### src/rtl/i2c_pkg.sv
// Shared types for the I2C slave receive path.
// Optional feature macro: I2C_ADDR_MATCH_EN (address-match front end).
package i2c_pkg;

    localparam int unsigned I2C_BYTE_W         = 8;
    localparam int unsigned I2C_BITS_PER_FRAME = 9;
    localparam int unsigned I2C_BIT_CNT_W      = $clog2(I2C_BITS_PER_FRAME);

    typedef enum logic [2:0] {
        IDLE      = 3'd0,
        RX_BIT    = 3'd1,
        ACK       = 3'd2,
        NACK      = 3'd3,
        WAIT_STOP = 3'd4
    } rx_state_t;

    typedef struct packed {
        logic start;
        logic stop;
        logic scl_rise;
        logic scl_fall;
    } bus_cond_t;

endpackage

### src/rtl/i2c_bus_cond_detect.sv
// START/STOP and SCL edge detection on pre-synchronised SCL/SDA.
// Optional feature macro: I2C_ADDR_MATCH_EN (not used in this file).
module i2c_bus_cond_detect
    import i2c_pkg::*;
(
    input  logic      clk_i,
    input  logic      rst_ni,
    input  logic      scl_i,
    input  logic      sda_i,
    output bus_cond_t cond_c_o
);

    logic scl_d_q;
    logic sda_d_q;

    // One-cycle delayed bus copies; reset to the idle-high bus so release makes no edge.
    always_ff @(posedge clk_i or negedge rst_ni) begin
        if (!rst_ni) begin
            scl_d_q <= 1'b1;
            sda_d_q <= 1'b1;
        end else begin
            scl_d_q <= scl_i;
            sda_d_q <= sda_i;
        end
    end

    // Bus conditions decoded from current and delayed samples.
    always_comb begin
        cond_c_o.start    = scl_i & sda_d_q & ~sda_i;
        cond_c_o.stop     = scl_i & ~sda_d_q & sda_i;
        cond_c_o.scl_rise = ~scl_d_q & scl_i;
        cond_c_o.scl_fall = scl_d_q & ~scl_i;
    end

endmodule

### src/rtl/i2c_slave_rx_engine.sv
// I2C slave receive engine: byte deserialiser, register file and ACK/NACK driver.
// Optional feature macro: I2C_ADDR_MATCH_EN (first byte of each frame is a 7-bit address).
module i2c_slave_rx_engine
    import i2c_pkg::*;
#(
    parameter int unsigned NUM_BYTES  = 6,
    parameter logic [6:0]  SLAVE_ADDR = 7'h42
) (
    input  logic                                  FPGA_clk,
    input  logic                                  rst,
    input  logic                                  SCL,
    input  logic                                  SDA,
    input  logic                                  enable,
    output logic                                  sda_oe,
    output logic [NUM_BYTES-1:0][I2C_BYTE_W-1:0]  rx_data,
    output logic [$clog2(NUM_BYTES+1)-1:0]        byte_count,
    output logic                                  busy,
    output logic                                  done,
    output logic                                  overflow
);

    localparam int unsigned CNT_W = $clog2(NUM_BYTES + 1);
    localparam logic [I2C_BIT_CNT_W-1:0] LAST_BIT = I2C_BIT_CNT_W'(I2C_BITS_PER_FRAME - 1);

    bus_cond_t cond;

    rx_state_t                           state_q, state_d;
    logic [I2C_BIT_CNT_W-1:0]            bit_cnt_q, bit_cnt_d;
    logic [I2C_BYTE_W-1:0]               shift_q, shift_d;
    logic [NUM_BYTES-1:0][I2C_BYTE_W-1:0] rx_data_q, rx_data_d;
    logic [CNT_W-1:0]                    byte_count_q, byte_count_d;
    logic                                overflow_q, overflow_d;
    logic                                busy_q, busy_d;
    logic                                done_q, done_d;
    logic                                sda_oe_q, sda_oe_d;
`ifdef I2C_ADDR_MATCH_EN
    logic                                addr_phase_q, addr_phase_d;
    logic                                addr_nack_q, addr_nack_d;
`else
    // SLAVE_ADDR has no effect without the address front end.
    if (SLAVE_ADDR != 7'h00) begin : g_slave_addr_inert
    end
`endif

    i2c_bus_cond_detect u_cond (
        .clk_i    (FPGA_clk),
        .rst_ni   (rst),
        .scl_i    (SCL),
        .sda_i    (SDA),
        .cond_c_o (cond)
    );

    // State and datapath registers.
    always_ff @(posedge FPGA_clk or negedge rst) begin
        if (!rst) begin
            state_q      <= IDLE;
            bit_cnt_q    <= '0;
            shift_q      <= '0;
            rx_data_q    <= '0;
            byte_count_q <= '0;
            overflow_q   <= 1'b0;
            busy_q       <= 1'b0;
            done_q       <= 1'b0;
            sda_oe_q     <= 1'b0;
`ifdef I2C_ADDR_MATCH_EN
            addr_phase_q <= 1'b0;
            addr_nack_q  <= 1'b0;
`endif
        end else begin
            state_q      <= state_d;
            bit_cnt_q    <= bit_cnt_d;
            shift_q      <= shift_d;
            rx_data_q    <= rx_data_d;
            byte_count_q <= byte_count_d;
            overflow_q   <= overflow_d;
            busy_q       <= busy_d;
            done_q       <= done_d;
            sda_oe_q     <= sda_oe_d;
`ifdef I2C_ADDR_MATCH_EN
            addr_phase_q <= addr_phase_d;
            addr_nack_q  <= addr_nack_d;
`endif
        end
    end

    // Next-state logic: enable, then START/STOP, then SCL-edge actions.
    always_comb begin
        state_d      = state_q;
        bit_cnt_d    = bit_cnt_q;
        shift_d      = shift_q;
        rx_data_d    = rx_data_q;
        byte_count_d = byte_count_q;
        overflow_d   = overflow_q;
        busy_d       = busy_q;
        done_d       = 1'b0;
`ifdef I2C_ADDR_MATCH_EN
        addr_phase_d = addr_phase_q;
        addr_nack_d  = addr_nack_q;
`endif
        if (!enable) begin
            state_d = IDLE;
            busy_d  = 1'b0;
        end else if (cond.start) begin
            state_d      = RX_BIT;
            bit_cnt_d    = '0;
            byte_count_d = '0;
            overflow_d   = 1'b0;
            busy_d       = 1'b1;
`ifdef I2C_ADDR_MATCH_EN
            addr_phase_d = 1'b1;
            addr_nack_d  = 1'b0;
`endif
        end else if (cond.stop && (state_q != IDLE)) begin
            state_d = IDLE;
            busy_d  = 1'b0;
            done_d  = (state_q != WAIT_STOP);
`ifdef I2C_ADDR_MATCH_EN
            if (addr_nack_q) begin
                done_d = 1'b0;
            end
`endif
        end else begin
            case (state_q)
                RX_BIT: begin
                    if (cond.scl_rise && (bit_cnt_q != LAST_BIT)) begin
                        shift_d   = {shift_q[I2C_BYTE_W-2:0], SDA};
                        bit_cnt_d = bit_cnt_q + I2C_BIT_CNT_W'(1);
                    end else if (cond.scl_fall && (bit_cnt_q == LAST_BIT)) begin
                        bit_cnt_d = '0;
`ifdef I2C_ADDR_MATCH_EN
                        if (addr_phase_q) begin
                            addr_phase_d = 1'b0;
                            if ((shift_q[7:1] == SLAVE_ADDR) && !shift_q[0]) begin
                                state_d = ACK;
                            end else begin
                                state_d     = NACK;
                                addr_nack_d = 1'b1;
                            end
                        end else
`endif
                        begin
                            if (byte_count_q < CNT_W'(NUM_BYTES)) begin
                                state_d = ACK;
                                for (int unsigned i = 0; i < NUM_BYTES; i++) begin
                                    if (byte_count_q == CNT_W'(i)) begin
                                        rx_data_d[i] = shift_q;
                                    end
                                end
                                byte_count_d = byte_count_q + CNT_W'(1);
                            end else begin
                                state_d    = NACK;
                                overflow_d = 1'b1;
                            end
                        end
                    end
                end
                ACK: begin
                    if (cond.scl_fall) begin
                        state_d   = RX_BIT;
                        bit_cnt_d = '0;
                    end
                end
                NACK: begin
                    if (cond.scl_fall) begin
                        state_d   = RX_BIT;
                        bit_cnt_d = '0;
`ifdef I2C_ADDR_MATCH_EN
                        if (addr_nack_q) begin
                            state_d = WAIT_STOP;
                        end
`endif
                    end
                end
                default: ;
            endcase
        end
        sda_oe_d = (state_d == ACK);
    end

    assign sda_oe     = sda_oe_q;
    assign rx_data    = rx_data_q;
    assign byte_count = byte_count_q;
    assign busy       = busy_q;
    assign done       = done_q;
    assign overflow   = overflow_q;

endmodule

### config.mk
export PLATFORM = sky130hd
export DESIGN_NAME = i2c_slave_rx_engine
export DESIGN_NICKNAME = d
export VERILOG_FILES = /design/src/rtl/i2c_pkg.sv /design/src/rtl/i2c_bus_cond_detect.sv /design/src/rtl/i2c_slave_rx_engine.sv
export SDC_FILE = /design/constraint.sdc
export NUM_CORES = 1
export LEC_CHECK = 0
export CAP_MARGIN = 20
export CORE_MARGIN = 5
export CORE_UTILIZATION = 45
export DETAILED_ROUTE_END_ITERATION = 7
export GPL_TIMING_DRIVEN = 0
export PLACE_DENSITY = 0.73
export SYNTH_ARGS = -nofsm -noshare
export SYNTH_HDL_FRONTEND = slang
export SYNTH_SLANG_ARGS = --single-unit
### constraint.sdc
create_clock -name FPGA_clk -period 2.4 [get_ports FPGA_clk]
set_clock_uncertainty 0.05 [all_clocks]
set_input_delay 0.48 -clock FPGA_clk [delete_from_list [all_inputs] [get_ports FPGA_clk]]
set_output_delay 0.48 -clock FPGA_clk [all_outputs]
set_load 0.02 [all_outputs]
* Yosys cells after proc, flatten, opt, wreduce, memory -nomap -nowiden
Cells that the tools add are included.
Widths: inputs -> output; s select.
** Storage, ports and cells
- Input bits :: 5
- Memories :: 0
- Bits in registers :: 72
- Output and inout port bits :: 55
- RAM bits :: 0
- ROM bits :: 0
- Latch bits :: 0
** Cells by class
- Reductions and logical operators :: 20
- Add/subtract/negate cells :: 2
- Mux-type cells :: 32
- Equality and inequality tests :: 18
- Divide/modulo/power cells :: 0
- Multipliers :: 0
- $lt $le $gt $ge :: 1
- Shift-type cells :: 0
- Bitwise logic cells :: 13
** Operator list (count)
- $reduce_and 8->1 :: 6
- $mux 3 :: 12
- $mux 4 :: 5
- $eq 3x2->1 const B :: 5
- $mux 1 :: 13
- $reduce_and 6->1 :: 2
- $reduce_and 5->1 :: 2
- $ne 4x4->1 const B :: 2
- $pmux 4 s2 :: 1
- $not 1->1 :: 7
- $and 1x1->1 :: 6
- $eq 3x1->1 const B :: 2
- $eq 3x3->1 const B :: 2
- $ne 2x2->1 const B :: 3
- $ne 3x1->1 const B :: 2
- $pmux 3 s2 :: 1
- $reduce_bool 2->1 :: 3
- $reduce_bool 3->1 :: 2
- $add 4x1->4 const B :: 1
- $eq 4x4->1 const B :: 1
- $add 3x1->3 const B :: 1
- $logic_and 1x1->1 :: 3
- $logic_not 3->1 :: 1
- $lt 3x3->1 const B :: 1
- other kinds (2) :: 2

* Longest topological paths before layout
- Word-level depth :: 10
- Gate-level depth with buffers :: 6
- Depth with buffers taken out :: 6

* Hierarchy
A second synthesis with hierarchy kept.
** Unflattened totals
- Cell total of the unflattened synthesis :: 221
- Area, all modules :: 3261.9 µm²
** Modules (own cells, without submodules)
- i2c_slave_rx_engine :: cells an instance 215, times used 1, area each 3176.8 µm²
- i2c_bus_cond_detect :: cells an instance 6, times used 1, area each 85.1 µm²

* Worst setup path after synthesis
OpenSTA, ideal clock, no wires.
- Path kind :: reg2reg
- Start point :: reg bit_cnt_q[0]
- End point :: reg shift_q[0]
- Slack :: 0.534 ns
- Data arrival time :: 1.691 ns
- Library setup time :: 0.125 ns
- Period minus slack after synthesis :: 1.866 ns
- Cell stages (with the launch flop) :: 7
- Required time :: 2.225 ns
- Path through :: dfrtp_1 > inv_1 > ha_1 > nand3b_2 > nand3b_2 > a211oi_4 > mux2_2
** Between the ends
- Word-level cells in the longest chain between the ends :: 3
** Ends and longest elaborated chain
- start, declared :: RTL line i2c_slave_rx_engine.sv:28 : logic [I2C_BIT_CNT_W-1:0] bit_cnt_q, bit_cnt_d;
- start signal, assigned :: RTL line i2c_slave_rx_engine.sv:71 : bit_cnt_q <= bit_cnt_d;
- $ne 4x4->1 :: RTL line i2c_slave_rx_engine.sv:125 : if (cond.scl_rise && (bit_cnt_q != LAST_BIT)) begin
- $logic_and 1x1->1 :: RTL line i2c_slave_rx_engine.sv:125
- $reduce_and 5->1 (no line)
- end signal, assigned :: RTL line i2c_slave_rx_engine.sv:72 : shift_q <= shift_d;
- end, declared :: RTL line i2c_slave_rx_engine.sv:29 : logic [I2C_BYTE_W-1:0] shift_q, shift_d;
No other way between the ends.
A chain may end at the register's enable or synchronous reset.

* Worst setup path after layout
- Start point :: in enable
- End point :: reg bit_cnt_q[1]
** Between the ends
- Word-level cells in the longest chain between the ends :: 1
** Ends and longest elaborated chain
- start, declared :: RTL line i2c_slave_rx_engine.sv:13 : input logic enable,
- $reduce_and 5->1 (no line)
No other way between the ends.

==> flow_summary_export.csv <==
group,metric,value,unit
synthesis,ys_top_cells_by_area,"dfrtp_1 55%, mux2_2 20%, ha_1 2.8%",
flow_run,max-cap-violations,0,
synthesis,yosysUniqueCellTypes,46,
drt,drt_iter0_markers,82,
synthesis,syn_nets,231,
hold_path,hold_class,"input pin to asynchronous set/reset pin",
setup_path,ff2ff_setup_slack,250,ps
synthesis,ys_async_sr_fraction,100,%
drt,post_drt_wl_per_cell,17.2,um
sta,setup_viol,0,
global_routing,grt_max_degree,73,
clock_network,ctsResizeCount,0,
synthesis,netlist.area_leader.share,55.2,%
outcome,outcome,"complete, no violations",
synthesis,syn_avg_cell_area,14.5,um^2
cells_and_area,layout_common_cells,"70 x dfrtp_1, 58 x clkdlybuf4s50_1, 56 x mux2_2",
clock_network,cts_buffers,9,
cells_and_area,antenna_cells,0,
setup_path,critical_path_buf_inv_count,2,
floorplanning,die_h,94.0,um
drt,drc,0,
clock_network,ctsHoldBuffers,0,
setup_path,critical_path_class,"input pin to flip-flop",
synthesis,yosysTopAreaCell,"dfrtp_1",
setup_path,reg2reg_to,"shift_q[1]",
sta,worst_pin_slew,889,ps
setup_path,worstPathMaxFanout,10,
global_routing,first_global_vias,2049,
sta,hold_viol,0,
clock_network,cts_tree,"built",
power,leakagePower,1.90,nW
setup_path,critPathTopFamily,"buffers and inverters",
synthesis,ys_warn_count,0,
floorplanning,core-area,0.00683,mm^2
setup_path,worstPathRequired,2610,ps
setup_path,timing.rr.start,"bit_cnt_q[0]",
global_routing,grt_use_total,16.4,%
synthesis,synthesis.instances,219,
clock_network,clock_latency,340,ps
clock_network,cts-root-buf,"clkbuf_8",
synthesis,synth-edff-count,0,
drt,drt_first_pass_iters,4,
global_routing,overflow,0,
sta,slew_headroom,40.7,%
setup_path,slowest_stage,"clkdlybuf4s50_1",
sta,slew_violations,0,
setup_path,worstSetupStartpointType,"input pin",
cells_and_area,final_common_cell,"dfrtp_1",
cells_and_area,finalNetCount,301,
setup_path,crit_chain,"clkdlybuf4s50_1 > buf_2 > nand4b_1 > o211ai_1 > a2bb2oi_1 > mux2i_1",
drt,viasPerCell,5.23,
floorplanning,io_pins,60,
drt,route.vias.total,2038,
power,p_per_area,565,mW/mm^2
clock_network,h-tree-depth,3,
global_routing,grt_pass1_wl,10.8,mm
synthesis,ys_seq_area_share,56.9,%
sta,postLayoutSetupSlackWorst,239,ps
sta,rsz0062_at_grt,"false",
setup_path,critPathMaxStageDelay,520,ps
floorplanning,dieArea,0.00883,mm^2
synthesis,synth-seq-cells,72,
synthesis,synth_flop_cell,"dfrtp_1",
clock_network,clk_pin_slew,70,ps
sta,fmax,0.463,GHz
floorplanning,fp-row-count,30,
setup_path,end_kind,"flip-flop",
cells_and_area,area_growth,27.7,%
placed_design,hpwl,4.55,mm
setup_path,worstPathArrival,2370,ps
global_routing,antenna_found_initial,0,
drt,routed_wl,6.70,mm
placed_design,pre_cts_slack,-72.4,ps
placed_design,gp_congestion,0.849,
clock_network,cts_setup_buffers,0,
clock_network,clock-sinks,72,
placed_design,numPortBuffers,59,
clock_network,cts_buffer_depth,2,
sta,min_period_over_period,90.0,%
power,ir_worst_vdd,0.338,mV
cells_and_area,drive_above_1_share,32.7,%
floorplanning,die_w,94.0,um
drt,ant_nets,0,
sta,holdWs,208,ps
synthesis,syn_area,0.00317,mm^2
floorplanning,start_util,46.4,%
sta,fin_crit,2160,ps
power,total_power,2.29,mW
setup_path,ff2ff_path_depth,6,
[metal layers]
layer | up-vias | global-route usage [%] | wire [um]
met5 | - | 0 | 0
met2 | 42 | 24.8 | 3230
met3 | 8 | 3.85 | 273
met4 | 0 | 6.86 | 106
li1 | 947 | - | -
met1 | 1041 | 22.6 | 3100
[through the flow]
step,util [%],setup TNS (ps),instance area [um^2],instances
2_1_floorplan,-,0,3170,219
4_1_cts,59.3,0,4050,390
3_5_place_dp,56.8,-1070,3880,374
5_1_grt,59.3,0,4050,390
3_3_place_gp,56.8,-116730,3880,374
6_report,59.3,0,4050,390
[cell usage after synthesis (2+ instances only)]
library cell / n
buf_2: 3
dfrtp_1: 70
nor2_1: 2
nand2b_1: 2
ha_1: 7
nand3b_2: 2
and3_1: 3
nand3_1: 6
mux2i_1: 4
nand2_1: 5
nand4_4: 2
nor3b_1: 4
o2111ai_1: 2
o21ai_0: 3
nor4b_1: 3
mux2_2: 56
dfstp_2: 2
o211ai_1: 2
a211o_1: 2
a21oi_1: 4
nand2_2: 3
nand3b_1: 2
and3b_1: 2
inv_1: 6
[cell families (layout without fill, tap and decap cells)]
| group | after synthesis | in the layout | share of synthesized area, % |
|---|---|---|---|
| buffers and inverters | 11 | 86 | 1.58 |
| flip-flops | 72 | 72 | 56.9 |
| adder cells (fa/ha/maj) | 7 | 7 | 2.76 |
| XOR/XNOR | 1 | 1 | 0.276 |
| multiplexers | 61 | 61 | 21.5 |
| AND/OR/NAND/NOR | 48 | 48 | 12.4 |
| AO/OA/AOI/OAI | 19 | 19 | 4.65 |
[flip-flops by register name (all words and copies together) (netlist names)]
register and cells:
bit_cnt_q 4, busy 1, byte_count 3, done 1, overflow 1, rx_data 48
sda_oe 1, shift_q 8, state_q 3, u_cond.scl_d_q 1, u_cond.sda_d_q 1
[power breakdown]
part | switching [mW] | total (mW) | leakage [nW] | internal (mW)
registers | 0.0434 | 1.29 | 0.993 | 1.25
logic | 0.0981 | 0.172 | 0.822 | 0.0737
clock network | 0.456 | 0.830 | 0.0854 | 0.374
total | 0.598 | 2.29 | 1.90 | 1.69
[worst max path at each step]
stage	depth (start not counted)	from	end
floorplan	6	bit_cnt_q[0]	shift_q[0]
global placement	1	rst	rx_data[22]
detailed placement	6	enable	bit_cnt_q[1]
CTS	6	bit_cnt_q[0]	shift_q[0]
global route	6	enable	bit_cnt_q[1]
finish	6	enable	bit_cnt_q[1]
[worst reg2reg max path, cell delays in order (launching register included)]
cell and delay [ps]:
dfrtp_1 380, inv_1 90, ha_1 230, nand3b_2 190, nand3b_2 180, a211oi_4 530
mux2_2 390
[layout make-up]
class	instances	area, um^2
Clock buffer	9	124
Fill cell	579	2780
Buffer	5	27.5
Tap cell	96	120
Inverter	6	22.5
Sequential cell	72	1800
Clock inverter	7	47.5
Timing Repair Buffer	59	588
Multi-Input combinational cell	136	1320
Power figures use the tool's default switching activity.
